==> src/rtl/serial_adder.sv <==
// Multi-cycle adder/subtractor: WIDTH-bit operands are summed CHUNK bits per clock,
// LSB chunk first, through one narrow ripple stage with a registered inter-chunk carry.
module serial_adder #(
    parameter int unsigned WIDTH = 8,
    parameter int unsigned CHUNK = 1
) (
    input  logic             clk,
    input  logic             rst,
    input  logic             in_valid,
    output logic             in_ready,
    input  logic [WIDTH-1:0] a,
    input  logic [WIDTH-1:0] b,
    input  logic             sub,
    input  logic             cin,
    output logic             out_valid,
    input  logic             out_ready,
    output logic [WIDTH-1:0] result,
    output logic             carry_out,
    output logic             overflow,
    output logic             zero
);

    localparam int unsigned N    = WIDTH / CHUNK;
    localparam int unsigned CntW = (N > 1) ? $clog2(N) : 1;

    typedef enum logic [1:0] {StIdle, StRun, StDone} state_e;

    state_e            state_q, state_d;
    logic [CntW-1:0]   cnt_q, cnt_d;
    logic              carry_q, carry_d;
    logic [WIDTH-1:0]  a_sh_q, a_sh_d;
    logic [WIDTH-1:0]  b_sh_q, b_sh_d;
    logic [WIDTH-1:0]  sum_sh_q, sum_sh_d;
    logic [WIDTH-1:0]  result_q, result_d;
    logic              carry_out_q, carry_out_d;
    logic              overflow_q, overflow_d;
    logic              zero_q, zero_d;

    logic [CHUNK-1:0]  chunk_sum;
    logic              chunk_cout;
    logic              chunk_cmsb;
    logic [WIDTH-1:0]  sum_full;
    logic              last_chunk;

    // CHUNK full-adder cells in a ripple chain; chunk_cmsb is the carry into the top cell,
    // which on the final chunk is the carry into bit WIDTH-1.
    always_comb begin : ripple
        logic c;
        c          = carry_q;
        chunk_sum  = '0;
        chunk_cmsb = 1'b0;
        for (int i = 0; i < int'(CHUNK); i++) begin
            if (i == int'(CHUNK) - 1) begin
                chunk_cmsb = c;
            end
            chunk_sum[i] = a_sh_q[i] ^ b_sh_q[i] ^ c;
            c            = (a_sh_q[i] & b_sh_q[i]) | (c & (a_sh_q[i] ^ b_sh_q[i]));
        end
        chunk_cout = c;
    end

    // New chunk enters at the MSB end so the LSB chunk ends up at the bottom after N shifts.
    assign sum_full   = (sum_sh_q >> CHUNK) | (WIDTH'(chunk_sum) << (WIDTH - CHUNK));
    assign last_chunk = (cnt_q == CntW'(N - 1));

    always_comb begin
        state_d     = state_q;
        cnt_d       = cnt_q;
        carry_d     = carry_q;
        a_sh_d      = a_sh_q;
        b_sh_d      = b_sh_q;
        sum_sh_d    = sum_sh_q;
        result_d    = result_q;
        carry_out_d = carry_out_q;
        overflow_d  = overflow_q;
        zero_d      = zero_q;

        unique case (state_q)
            StIdle: begin
                if (in_valid && in_ready) begin
                    a_sh_d  = a;
                    b_sh_d  = sub ? ~b : b;
                    carry_d = cin ^ sub;
                    cnt_d   = '0;
                    state_d = StRun;
                end
            end
            StRun: begin
                a_sh_d   = a_sh_q >> CHUNK;
                b_sh_d   = b_sh_q >> CHUNK;
                sum_sh_d = sum_full;
                carry_d  = chunk_cout;
                if (last_chunk) begin
                    result_d    = sum_full;
                    carry_out_d = chunk_cout;
                    overflow_d  = chunk_cmsb ^ chunk_cout;
                    zero_d      = (sum_full == '0);
                    cnt_d       = '0;
                    state_d     = StDone;
                end else begin
                    cnt_d = cnt_q + CntW'(1);
                end
            end
            StDone: begin
                if (out_ready) begin
                    state_d = StIdle;
                end
            end
            default: state_d = StIdle;
        endcase
    end

    always_ff @(posedge clk or posedge rst) begin
        if (rst) begin
            state_q     <= StIdle;
            cnt_q       <= '0;
            carry_q     <= 1'b0;
            a_sh_q      <= '0;
            b_sh_q      <= '0;
            sum_sh_q    <= '0;
            result_q    <= '0;
            carry_out_q <= 1'b0;
            overflow_q  <= 1'b0;
            zero_q      <= 1'b0;
        end else begin
            state_q     <= state_d;
            cnt_q       <= cnt_d;
            carry_q     <= carry_d;
            a_sh_q      <= a_sh_d;
            b_sh_q      <= b_sh_d;
            sum_sh_q    <= sum_sh_d;
            result_q    <= result_d;
            carry_out_q <= carry_out_d;
            overflow_q  <= overflow_d;
            zero_q      <= zero_d;
        end
    end

    assign in_ready  = (state_q == StIdle) && !rst;
    assign out_valid = (state_q == StDone);
    assign result    = result_q;
    assign carry_out = carry_out_q;
    assign overflow  = overflow_q;
    assign zero      = zero_q;

endmodule
==> config.mk <==
export PLATFORM = sky130hd
export DESIGN_NAME = serial_adder
export DESIGN_NICKNAME = d
export VERILOG_FILES = /design/src/rtl/serial_adder.sv
export SDC_FILE = /design/constraint.sdc
export NUM_CORES = 1
export LEC_CHECK = 0
export ABC_AREA = 1
export CAP_MARGIN = 20
export CORE_MARGIN = 10
export CORE_UTILIZATION = 52
export CTS_CLUSTER_DIAMETER = 80
export CTS_CLUSTER_SIZE = 25
export DETAILED_ROUTE_END_ITERATION = 12
export PLACE_DENSITY = 0.87
export SLEW_MARGIN = 20
export SYNTH_ARGS = -nofsm -noshare
export SYNTH_HDL_FRONTEND = slang
export SYNTH_SLANG_ARGS = --single-unit
==> constraint.sdc <==
create_clock -name clk -period 1.76 [get_ports clk]
set_clock_uncertainty 0.1 [all_clocks]
set_input_delay 0.352 -clock clk [delete_from_list [all_inputs] [get_ports clk]]
set_output_delay 0.352 -clock clk [all_outputs]
set_load 0.02 [all_outputs]
==> metrics.csv, run 1 <==
metric;value;unit
cts_tree;done;
synth.net_count;276;
final-seq-area;1000;µm²
intPower;2510;µW
final.period_utilization;97.4;%
min_path_type;reg2reg;
finalMaxSlewViolations;0;
drt_pass1_iterations;4;
rsz_0062_raised_after_global_routing;no;
power.combinational.fraction;45.6;%
fin_tns_setup;0;ns
cts_setup_buffers;0;
dpl_cell_area;2370;µm²
drive_gt1_share;10.0;%
synth.distinct_cells;21;
power.clock.fraction;17.4;%
critPathMaxStageDelay;0.61;ns
drc_violations_left;0;
holdCritStartpoint;cnt_q[0];
postSynthCellCount;251;
switching_power;1670;µW
fillcell_total;320;
avgRoutedWirePerCell;11.8;µm
dieHeight;81.7;µm
worst_r2r_path_depth;6;
critical_path.n_buffers_inverters;1;
irDropWorstVdd;0.825;mV
core_area;3660;µm²
critical_path_startpoint_category;register;
dp_hpwl;3040;µm
synthesis.yosys.warnings;0;
clk-insertion-delay-late;0.29;ns
critical-path-slowest-cell;sky130_fd_sc_hd__clkdlybuf4s50_1;
period_needed;1.71;ns
clock_sink_count;40;
timing.hold.ws;0.387;ns
clk_pin_slew_worst_paths;0.08;ns
grt_antenna_before_repair;0;
timing.critical_path.arrival;1.26;ns
syn2layout_area_growth;25.3;%
htreeDepth;2;
setup.worst_path.end_class;primary output;
worstSetupStartpoint;result[1];
cap_viol_max_count;0;
achievable-frequency;583;MHz
worst-r2r-setup-slack;0.26;ns
worst_path_dominant_cell_family;buffers and inverters;
floorplan.initialDensity;54.1;%
cts-root-buf;sky130_fd_sc_hd__clkbuf_8;
track_usage;13.2;%
ant_nets;0;
die_area;6680;µm²
final_setup_viols;0;
worst_hold_path_ep;cnt_q[0];
grt_first_pass_wirelength;7020;µm
number_of_design_rule_violations_left_by_the_first_detailed_router_iteration;88;
finalWirelength;3990;µm
grt_max_degree;41;
count_of_buffers_from_port_buffering;34;
final_weighted_congestion_in_routability_driven_placement;0.804;
path_class;reg2out;
overflow;0;
power-per-cell-area;1690;nW/µm²
fin_nets;314;
crit_chain;clkdlybuf4s50_1;
worstPathMaxFanout;2;
critPathRequiredTime;1.31;ns
hold-path-cell-count;1;
num_vias;1649;
syn_area_per_cell;7.90;µm²
std_cell_rows;22;
postSynthRegisterBits;40;
postLayoutCellArea;2480;µm²
static-leakage-power;0.00129;µW
numCtsBuffers;5;
rr_startpoint;cnt_q[0];
multi_input_area;807;µm²
die-width;81.7;µm
final_hold_viol_count;0;
endpoint_of_the_worst_slack_reg_to_reg_timing_path;result[1];
num_antenna_cells;0;
grt_pass1_vias;1657;
timing.final.ws_setup;0.0459;ns
run_status;finished, final reports clean;
synth_sequential_area_ratio;50.5;%
dp_worst_setup_slack;-0.315;ns
pwr-share-seq;36.9;%
cts.path.max_buffers;2;
worstMarginPinSlew;0.494;ns
power.switching_fraction;39.9;%
viasPerCell;4.88;
worst_slew_margin_relative_to_its_limit;67.1;%
ios;35;
syn-cell-area;1980;µm²
utilization;67.8;%
## metrics by stage
stage          total power, µW  instances
2_1_floorplan             3000        251
3_3_place_gp              3410        330
3_5_place_dp              3500        330
4_1_cts                   4230        338
5_1_grt                   4580        338
6_report                  4190        338
## state kept, by name, indices dropped and copies added, names as in the netlist, 2 cells and up
register and cells:
cnt_q 3, a_sh_q 8, sum_sh_q 7, result 8, b_sh_q 8, state_q 2
## synth_stat cells
| cell | n | area share (%) |
|---|---|---|
| sky130_fd_sc_hd__o21ai_1 | 9 | 2.3 |
| sky130_fd_sc_hd__buf_4 | 4 | 1.5 |
| sky130_fd_sc_hd__o21ai_0 | 8 | 2.0 |
| sky130_fd_sc_hd__buf_2 | 4 | 1.0 |
| sky130_fd_sc_hd__nand2_2 | 3 | 0.95 |
| sky130_fd_sc_hd__buf_6 | 4 | 2.3 |
| sky130_fd_sc_hd__nor3_1 | 1 | 0.25 |
| sky130_fd_sc_hd__nand3_1 | 33 | 8.3 |
| sky130_fd_sc_hd__nand2_1 | 109 | 21 |
| sky130_fd_sc_hd__inv_1 | 19 | 3.6 |
| sky130_fd_sc_hd__nor2_1 | 5 | 0.95 |
| sky130_fd_sc_hd__fa_1 | 1 | 1.0 |
| sky130_fd_sc_hd__clkbuf_2 | 1 | 0.25 |
| sky130_fd_sc_hd__xnor2_1 | 2 | 0.88 |
| sky130_fd_sc_hd__nand3_2 | 1 | 0.51 |
| sky130_fd_sc_hd__nor2_4 | 1 | 0.57 |
| sky130_fd_sc_hd__inv_2 | 2 | 0.38 |
| sky130_fd_sc_hd__a21oi_2 | 1 | 0.44 |
| sky130_fd_sc_hd__ha_1 | 2 | 1.3 |
| sky130_fd_sc_hd__o31ai_1 | 1 | 0.38 |
| sky130_fd_sc_hd__dfrtp_1 | 40 | 51 |
## per-layer routing
layer / track usage (%) / up-vias / part of all wire [%]
li1: - / 858 / -
met3: 3.60 / 6 / 6.2
met1: 15.4 / 747 / 45
met2: 22.2 / 38 / 48
met5: 0 / - / 0
met4: 5.61 / 0 / 1.7
## how the worst max path moves through the flow
stage,end,slack [ns],depth (start not counted)
2_1_floorplan,a_sh_q[0],-0.02,6
3_3_place_gp,in_ready,-0.30,3
3_5_place_dp,in_ready,-0.32,3
4_1_cts,result[1],0.03,1
5_1_grt,result[1],0.005,1
6_report,result[1],0.05,1
## repair_timing
action | in CTS | in global routing
setup endpoints to repair | 2 | 2
hold endpoints to repair | 0 | 0
pin swaps | 0 | 0
hold buffers | 0 | 0
gates resized for setup | 5 | 3
## power groups by stage
stage	Combinational, µW	Clock (µW)	Sequential [µW]
final	1910	730	1550
after floorplan	1350	0	1650
after CTS	1940	740	1550
after global placement	1870	0	1540
after global routing	2190	782	1600
after detailed placement	1940	0	1560
## cell usage in the layout (no fill, tap or decap)
cell and n:
sky130_fd_sc_hd__o21ai_1 9, sky130_fd_sc_hd__inv_1 18, sky130_fd_sc_hd__clkbuf_1 1, sky130_fd_sc_hd__clkdlybuf4s15_2 1, sky130_fd_sc_hd__o31ai_1 1, sky130_fd_sc_hd__nand3_1 33
sky130_fd_sc_hd__clkinv_2 1, sky130_fd_sc_hd__buf_12 1, sky130_fd_sc_hd__xnor2_1 2, sky130_fd_sc_hd__o21ai_0 8, sky130_fd_sc_hd__fa_1 1, sky130_fd_sc_hd__inv_2 2
sky130_fd_sc_hd__nor3_2 1, sky130_fd_sc_hd__nor2_4 1, sky130_fd_sc_hd__a21oi_2 1, sky130_fd_sc_hd__clkbuf_2 1, sky130_fd_sc_hd__buf_4 9, sky130_fd_sc_hd__clkbuf_8 5
sky130_fd_sc_hd__dfrtp_1 40, sky130_fd_sc_hd__ha_1 2, sky130_fd_sc_hd__bufinv_16 1, sky130_fd_sc_hd__nand2_2 3, sky130_fd_sc_hd__nand2_1 109, sky130_fd_sc_hd__clkdlybuf4s50_1 32
sky130_fd_sc_hd__nand3_2 1, sky130_fd_sc_hd__nor2_1 5, sky130_fd_sc_hd__clkinvlp_4 1
## area by class of cell
| class | count | area share, % |
|---|---|---|
| Timing Repair Buffer | 44 | 17.1 |
| Sequential cell | 40 | 40.3 |
| Clock inverter | 2 | 1.41 |
| Multi-Input combinational cell | 177 | 32.5 |
| Tap cell | 48 | 2.42 |
| Clock buffer | 6 | 2.92 |
| Inverter | 21 | 3.33 |
## logic make-up (layout without fill, tap and decap cells)
group | after synthesis | count (layout) | synth area share [%]
xor+xnor | 2 | 2 | 0.884
simple gates | 153 | 153 | 32.2
fa+ha+maj | 3 | 3 | 2.27
compound gates | 19 | 19 | 5.11
buf+inv | 34 | 73 | 9.03
flops | 40 | 40 | 50.5
Note: power is estimated with default switching activity, not from simulation.
==> run 2: changes to the inputs <==
- CORE_ASPECT_RATIO: unset -> 1.5
==> run 2 against run 1 <==
Count of clock-buffer cells in the layout is the same. Critical endpoint is now result[0]. Combinational power barely moved. Clock power decreased by 22%. Worst setup slack better by 0.016 ns. Largest power group unchanged. Register-to-register slack about the same. Cell count is 1.2% lower. Global-route usage rose by 0.24 points.
==> metrics.csv, run 2 (synthesis results as in run 1) <==
metric;value;unit;change
dp_hpwl;3010;µm;-0.76%
avgRoutedWirePerCell;12.2;µm;+3.5%
switching_power;1660;µW;-0.41%
grt_max_degree;41;;unchanged
worstMarginPinSlew;0.501;ns;+0.00748 ns
cts.path.max_buffers;2;;unchanged
final.period_utilization;96.5;%;-0.90 points
intPower;2380;µW;-5.4%
cap_viol_max_count;0;;unchanged
numCtsBuffers;5;;unchanged
die_area;6730;µm²;+0.76%
worstSetupStartpoint;result[0];;
dpl_cell_area;2380;µm²;+0.37%
path_class;reg2out;;
rr_startpoint;carry_q;;
period_needed;1.70;ns;-0.0159 ns
ios;35;;unchanged
finalMaxSlewViolations;0;;unchanged
syn2layout_area_growth;24.0;%;
number_of_design_rule_violations_left_by_the_first_detailed_router_iteration;98;;+11%
count_of_buffers_from_port_buffering;34;;unchanged
irDropWorstVdd;1.05;mV;+27%
die-width;70.4;µm;-14%
dieHeight;95.6;µm;+17%
ant_nets;0;;unchanged
final_setup_viols;0;;unchanged
static-leakage-power;0.00130;µW;+0.98%
fin_nets;316;;+0.64%
drive_gt1_share;10.3;%;+0.31 points
overflow;0;;unchanged
setup.worst_path.end_class;primary output;;
critPathMaxStageDelay;0.61;ns;about the same
num_vias;1677;;+1.7%
run_status;finished, final reports clean;;
final_hold_viol_count;0;;unchanged
power.combinational.fraction;47.7;%;+2.1 points
final_cell_mix;sky130_fd_sc_hd__nand2_1 (109), sky130_fd_sc_hd__dfrtp_1 (40), sky130_fd_sc_hd__nand3_1 (33), sky130_fd_sc_hd__clkdlybuf4s50_1 (31), sky130_fd_sc_hd__inv_1 (18);;
worst_slew_margin_relative_to_its_limit;66.6;%;-0.50 points
critPathRequiredTime;1.31;ns;about the same
floorplan.initialDensity;53.8;%;-0.31 points
track_usage;13.4;%;+0.24 points
clk-insertion-delay-late;0.29;ns;about the same
grt_first_pass_wirelength;7510;µm;+7.1%
cts_tree;done;;
htreeDepth;2;;unchanged
power-per-cell-area;1640;nW/µm²;-2.4%
num_antenna_cells;0;;unchanged
critical-path-slowest-cell;sky130_fd_sc_hd__clkdlybuf4s50_1;;
worstPathMaxFanout;2;;unchanged
power.switching_fraction;41.2;%;+1.2 points
crit_chain;clkdlybuf4s50_1;;
rsz_0062_raised_after_global_routing;no;;
viasPerCell;5.02;;+2.9%
drt_pass1_iterations;4;;unchanged
achievable-frequency;589;MHz;+0.93%
timing.critical_path.arrival;1.25;ns;about the same
clock_sink_count;40;;unchanged
core_area;3680;µm²;+0.58%
critical_path_startpoint_category;register;;
drc_violations_left;0;;unchanged
hold_buffers;0;;unchanged
worst_path_dominant_cell_family;buffers and inverters;;
grt_pass1_vias;1761;;+6.3%
pwr-share-seq;38.1;%;+1.2 points
power.clock.fraction;14.1;%;-3.3 points
cts_setup_buffers;0;;unchanged
postLayoutCellArea;2460;µm²;-1.0%
cts-root-buf;sky130_fd_sc_hd__clkbuf_8;;
min_path_type;reg2reg;;
std_cell_rows;27;;+23%
finalWirelength;4080;µm;+2.3%
design_power_total;4040;µW;-3.4%
clk_pin_slew_worst_paths;0.07;ns;about the same
grt_antenna_before_repair;0;;unchanged
postCtsResizedCells;8;;+3
final_weighted_congestion_in_routability_driven_placement;0.752;;-6.5%
mostFrequentLayoutCell;sky130_fd_sc_hd__nand2_1;;
holdCritStartpoint;carry_out;;
critical_path.n_buffers_inverters;1;;unchanged
-- run 2: final timing paths --
kind,end,cells past startpoint,slack (ns)
worst max-delay path,result[0],1,0.06
worst min-delay path,carry_out,2,0.38
worst max register to register,zero,6,0.26
worst min register to register,carry_out,2,0.38
max in group asynchronous,result[7],4,0.61
min in group asynchronous,a_sh_q[5],4,0.60
-- run 2: power by group through the flow --
stage	clock network (µW)	logic [µW]	registers, µW
2_1_floorplan	0	1350	1650
5_1_grt	623	2240	1600
3_5_place_dp	0	1950	1560
4_1_cts	590	1960	1550
6_report	572	1930	1540
3_3_place_gp	0	1900	1540
-- run 2: through the flow --
step                cells  utilization [%]  setup TNS (ns)  hold WS [ns]  worst slack (ns)
floorplan             251                -          -0.180         0.239           -0.0187
global placement      327             64.7          -0.292         0.363            -0.292
detailed placement    327             64.7          -0.452         0.366            -0.365
CTS                   334             67.0               0         0.385            0.0139
global route          334             66.7               0         0.415           0.00451
finish                334             66.7               0         0.378            0.0618
-- run 2: cell type report --
| cell class | instances | area, µm² |
|---|---|---|
| fillers | 301 | 1220 |
| flip-flops and latches | 40 | 1000 |
| multi-input cells | 177 | 807 |
| repair buffers | 46 | 435 |
| inverters | 21 | 82.6 |
| clock buffers | 6 | 72.6 |
| well taps | 43 | 53.8 |
| clock inverters | 1 | 5.00 |
-- run 2: layer usage --
layer	GRT usage (%)	vias to the layer above	routed length [µm]
met5	0	-	0
met4	6.93	0	101
met3	4.05	10	257
met2	23.6	39	2000
met1	14.2	764	1720
li1	-	864	-
-- run 2: tightest hold or removal path, cell delays in order (launching register included) --
cell and delay (ns):
sky130_fd_sc_hd__dfrtp_1 0.35, sky130_fd_sc_hd__nand2_1 0.05, sky130_fd_sc_hd__nand2_1 0.05
==> run 3: changes to the inputs <==
- SKIP_LAST_GASP: unset -> 1
- SLEW_MARGIN: 20 -> unset
==> run 3 against run 2 <==
Clock power about the same. Worst setup slack got worse by 0.017 ns. Sequential cell count stayed put. Register-to-register slack about the same. Sequential share of layout area fell by 0.10 points. Hold slack unchanged. Largest cell class unchanged.
==> metrics.csv, run 3 (synthesis results as in run 1) <==
metric;value;unit;change
min_path_type;reg2reg;;
grt_max_degree;41;;unchanged
final_cell_mix;sky130_fd_sc_hd__nand2_1 (109), sky130_fd_sc_hd__dfrtp_1 (40), sky130_fd_sc_hd__nand3_1 (33), sky130_fd_sc_hd__clkdlybuf4s50_1 (31), sky130_fd_sc_hd__inv_1 (18);;
critPathRequiredTime;1.31;ns;about the same
viasPerCell;5.02;;about the same
drc_violations_left;0;;unchanged
cts_tree;done;;
final_weighted_congestion_in_routability_driven_placement;0.752;;unchanged
grt_antenna_before_repair;0;;unchanged
period_needed;1.72;ns;+0.0173 ns
cts-root-buf;sky130_fd_sc_hd__clkbuf_8;;
num_vias;1678;;+0.060%
fin_tns_setup;0;ns;unchanged
fillcell_total;300;;-0.33%
number_of_design_rule_violations_left_by_the_first_detailed_router_iteration;98;;unchanged
dieHeight;95.6;µm;unchanged
drt_pass1_iterations;4;;unchanged
numCtsBuffers;5;;unchanged
finalMaxSlewViolations;0;;unchanged
worst_r2r_path_depth;6;;unchanged
achievable-frequency;583;MHz;-1.0%
endpoint_of_the_worst_slack_reg_to_reg_timing_path;zero;;
timing.final.ws_setup;0.0445;ns;-0.0173 ns
worst_slew_margin_relative_to_its_limit;66.6;%;about the same
worstMarginPinSlew;0.501;ns;-0.00000399 ns
ios;35;;unchanged
cts.path.max_buffers;2;;unchanged
overflow;0;;unchanged
dp_worst_setup_slack;-0.365;ns;unchanged
clk_pin_slew_worst_paths;0.07;ns;about the same
grt_first_pass_wirelength;7480;µm;-0.47%
dp_hpwl;3010;µm;unchanged
final_hold_viol_count;0;;unchanged
track_usage;13.3;%;-0.065 points
run_status;finished, final reports clean;;
final_setup_viols;0;;unchanged
htreeDepth;2;;unchanged
worst-r2r-setup-slack;0.26;ns;about the same
clock_sink_count;40;;unchanged
rr_startpoint;carry_q;;
critical_path_startpoint_category;input port;;
worstPathMaxFanout;2;;unchanged
irDropWorstVdd;1.05;mV;+0.15%
hold_buffers;0;;unchanged
path_class;in2out;;
count_of_buffers_from_port_buffering;34;;unchanged
hold-path-cell-count;2;;unchanged
holdCritStartpoint;carry_out;;
ant_nets;0;;unchanged
mostFrequentLayoutCell;sky130_fd_sc_hd__nand2_1;;
power-per-cell-area;1640;nW/µm²;-0.11%
timing.critical_path.arrival;1.26;ns;about the same
num_antenna_cells;0;;unchanged
grt_pass1_vias;1753;;-0.45%
avgRoutedWirePerCell;12.2;µm;+0.17%
fin_nets;316;;unchanged
cap_viol_max_count;0;;unchanged
core_area;3680;µm²;unchanged
final.period_utilization;97.5;%;+0.98 points
floorplan.initialDensity;53.8;%;unchanged
worst_hold_path_ep;carry_out;;
utilization;66.9;%;+0.17 points
clk-insertion-delay-late;0.29;ns;about the same
setup.worst_path.end_class;primary output;;
die-width;70.4;µm;unchanged
die_area;6730;µm²;unchanged
static-leakage-power;0.00130;µW;about the same
drive_gt1_share;10.3;%;unchanged
finalWirelength;4090;µm;+0.17%
syn2layout_area_growth;24.3;%;
rsz_0062_raised_after_global_routing;yes;;
std_cell_rows;27;;unchanged
run 3: cell count changes in the layout (fill, tap and decap cells not counted):
| cell | delta |
|---|---|
| sky130_fd_sc_hd__buf_2 | -1 |
| sky130_fd_sc_hd__clkdlybuf4s15_2 | +1 |
run 3: what timing repair did:
action,in CTS,in global routing
endpoints found under the hold margin,0,0
setup buffers,0,0
gates resized for setup,7,3
setup endpoints to repair,2,3
run 3: worst max-delay path by stage:
stage	start	endpoint	slack, ns
2_1_floorplan	rst	a_sh_q[0]	-0.02
3_3_place_gp	rst	in_ready	-0.29
3_5_place_dp	rst	in_ready	-0.36
4_1_cts	rst	in_ready	-0.02
5_1_grt	rst	in_ready	-0.001
6_report	rst	in_ready	0.04
run 3: through the flow:
| step | instance area (µm²) | total power (µW) | hold slack, ns | instances |
|---|---|---|---|---|
| finish | 2460 | 4050 | 0.378 | 334 |
| global route | 2460 | 4470 | 0.415 | 334 |
| floorplan | 1990 | 3000 | 0.239 | 251 |
| global placement | 2380 | 3440 | 0.363 | 327 |
| CTS | 2460 | 4100 | 0.385 | 334 |
| detailed placement | 2380 | 3510 | 0.366 | 327 |
run 3: final cells by class:
cell class | count | area, µm² | share of cell area, %
inverters | 21 | 82.6 | 3.35
clock buffers | 6 | 72.6 | 2.95
flip-flops and latches | 40 | 1000 | 40.6
clock inverters | 1 | 5.00 | 0.203
repair buffers | 46 | 442 | 17.9
well taps | 43 | 53.8 | 2.18
multi-input cells | 177 | 807 | 32.8
run 3: layer usage:
metal,global-route usage (%),vias up,part of all wire [%]
li1,-,864,-
met4,6.93,0,2.5
met1,14.2,767,42
met2,23.3,37,49
met5,0,-,0
met3,3.95,10,5.9
run 3: worst max-delay path: stages:
cell,delay [ns]
sky130_fd_sc_hd__clkdlybuf4s50_1,0.45
sky130_fd_sc_hd__nor3_2,0.17
sky130_fd_sc_hd__clkdlybuf4s15_2,0.29
run 3: where the power goes:
group | switching [µW] | total [µW] | internal (µW)
Clock | 303 | 572 | 269
Sequential | 222 | 1540 | 1320
Combinational | 1140 | 1940 | 794
Total | 1670 | 4050 | 2380
==> RTL change (config.mk and constraints of run 2) <==
Re-encode `state_e` (3 states) as one-hot, 3 bits wide.
--- a/src/rtl/serial_adder.sv
+++ b/src/rtl/serial_adder.sv
@@ -24,5 +24,5 @@
     localparam int unsigned CntW = (N > 1) ? $clog2(N) : 1;
 
-    typedef enum logic [1:0] {StIdle, StRun, StDone} state_e;
+    typedef enum logic [2:0] {StIdle = 3'b001, StRun = 3'b010, StDone = 3'b100} state_e;
 
     state_e            state_q, state_d;
Check against the original RTL: no difference found for any inputs over 10 cycles, from zero or initial values and one cycle with rst high; not proved beyond that.
==> RTL change against run 2 <==
- area after synthesis rose by 5.9%
- worst setup slack worse by 0.0080 ns
- synthesized cell count grew 10%
- die area rose by 4.5%
- sequential cell count up 1
- via count is 12% higher
- combinational power is 36% lower
- total power is 19% lower
- critical path type unchanged
- final area rose by 9.0%
- sequential share of layout area down 2.4 points
- routed wire length grew 7.4%
==> RTL change: results <==
[run_status]
status = "complete, no violations"

[synthesis]
yosysUniqueCellTypes = 22
yosysSeqAreaShare_pct = 48.93
synth_compound_area_share_pct = 4.052
synth_xor_area_share_pct = 0.8343
netlist_top_cells_area = "dfrtp_1 (48%), nand2_1 (21%), nand3_1 (9.5%)"
synthMuxAreaShare_pct = 0
synth-seq-cells = 41
synth_fa_ha_area_share_pct = 2.145
syn-num-nets = 302
yosys-top-cells-count = "nand2_1 (120), dfrtp_1 (40), nand3_1 (40), inv_1 (22), o21ai_1 (17)"

[detailed_routing]
drtIter0Drc = 124
wl_um = 4381
wl_met2_um = 2374
wl_met1_um = 1727
via_per_inst = 5.059
dr_wl_met3_um = 246

[grt]
grt_use_met3_pct = 3.546
grt_pass1_vias = 1872
gr-usage-all-layers_pct = 13.00
antenna_found_initial = 0
grt_max_degree = 42
gr-usage-met2_pct = 23.57
use_met1_pct = 13.89
grt_pass1_wl_um = 7803

[placement]
portBuffers = 34
gp_congestion = 0.7843
post-dp-hpwl_um = 3303

[cells_and_area]
n_antenna_cell = 0
nNonClkBuffers = 53
drive_above_1_share_pct = 12.31
final_nets = 349
buf_share_pct = 18.50
ff_latch_area_mm2 = 0.001027
nNonClkInverters = 26
n_fill_cell = 309
multi_input_gates = 197
multiInputGateArea_um2 = 914.6
clock_tree_area_fraction_pct = 3.084

[min_path]
holdCritPathClass = "input port to async pin"

[clocking]
clock_latency_ns = 0.29
cts_buffer_depth = 2
clkTransAtPathRegs_ns = 0.08
cts-root-buf = "clkbuf_8"
cts-htree-levels = 2
cts_resized = 5
postCtsSetupBuffers = 0

[setup_path]
r2r-start = "carry_q"
reg2reg_depth = 6
cp-endpoint = "carry_out"
r2r_setup_slack_ns = 0.24
crit_start = "carry_out"

[timing]
tightest_slew_ns = 0.5028

[power]
p_int_uw = 2035
irDropWorstVdd_uv = 807.9
power_leakage_uw = 0.001471
-- RTL change: through the flow --
step / setup WS [ns] / hold WS [ns] / power, µW / cells / cell area (µm²)
2_1_floorplan: -0.07073 / 0.2572 / 2289 / 277 / 2121
3_3_place_gp: -0.2925 / 0.3675 / 2629 / 362 / 2595
3_5_place_dp: -0.3100 / 0.3722 / 2695 / 362 / 2595
4_1_cts: 0.03093 / 0.3929 / 3283 / 370 / 2676
5_1_grt: 0.005420 / 0.4154 / 3522 / 370 / 2678
6_report: 0.05381 / 0.3808 / 3258 / 370 / 2678
-- RTL change: power by group through the flow --
stage / combinational [µW] / clock, µW / sequential [µW]
2_1_floorplan: 860 / 0 / 1430
3_3_place_gp: 1200 / 0 / 1430
3_5_place_dp: 1250 / 0 / 1450
4_1_cts: 1250 / 601 / 1430
5_1_grt: 1410 / 642 / 1470
6_report: 1230 / 590 / 1430
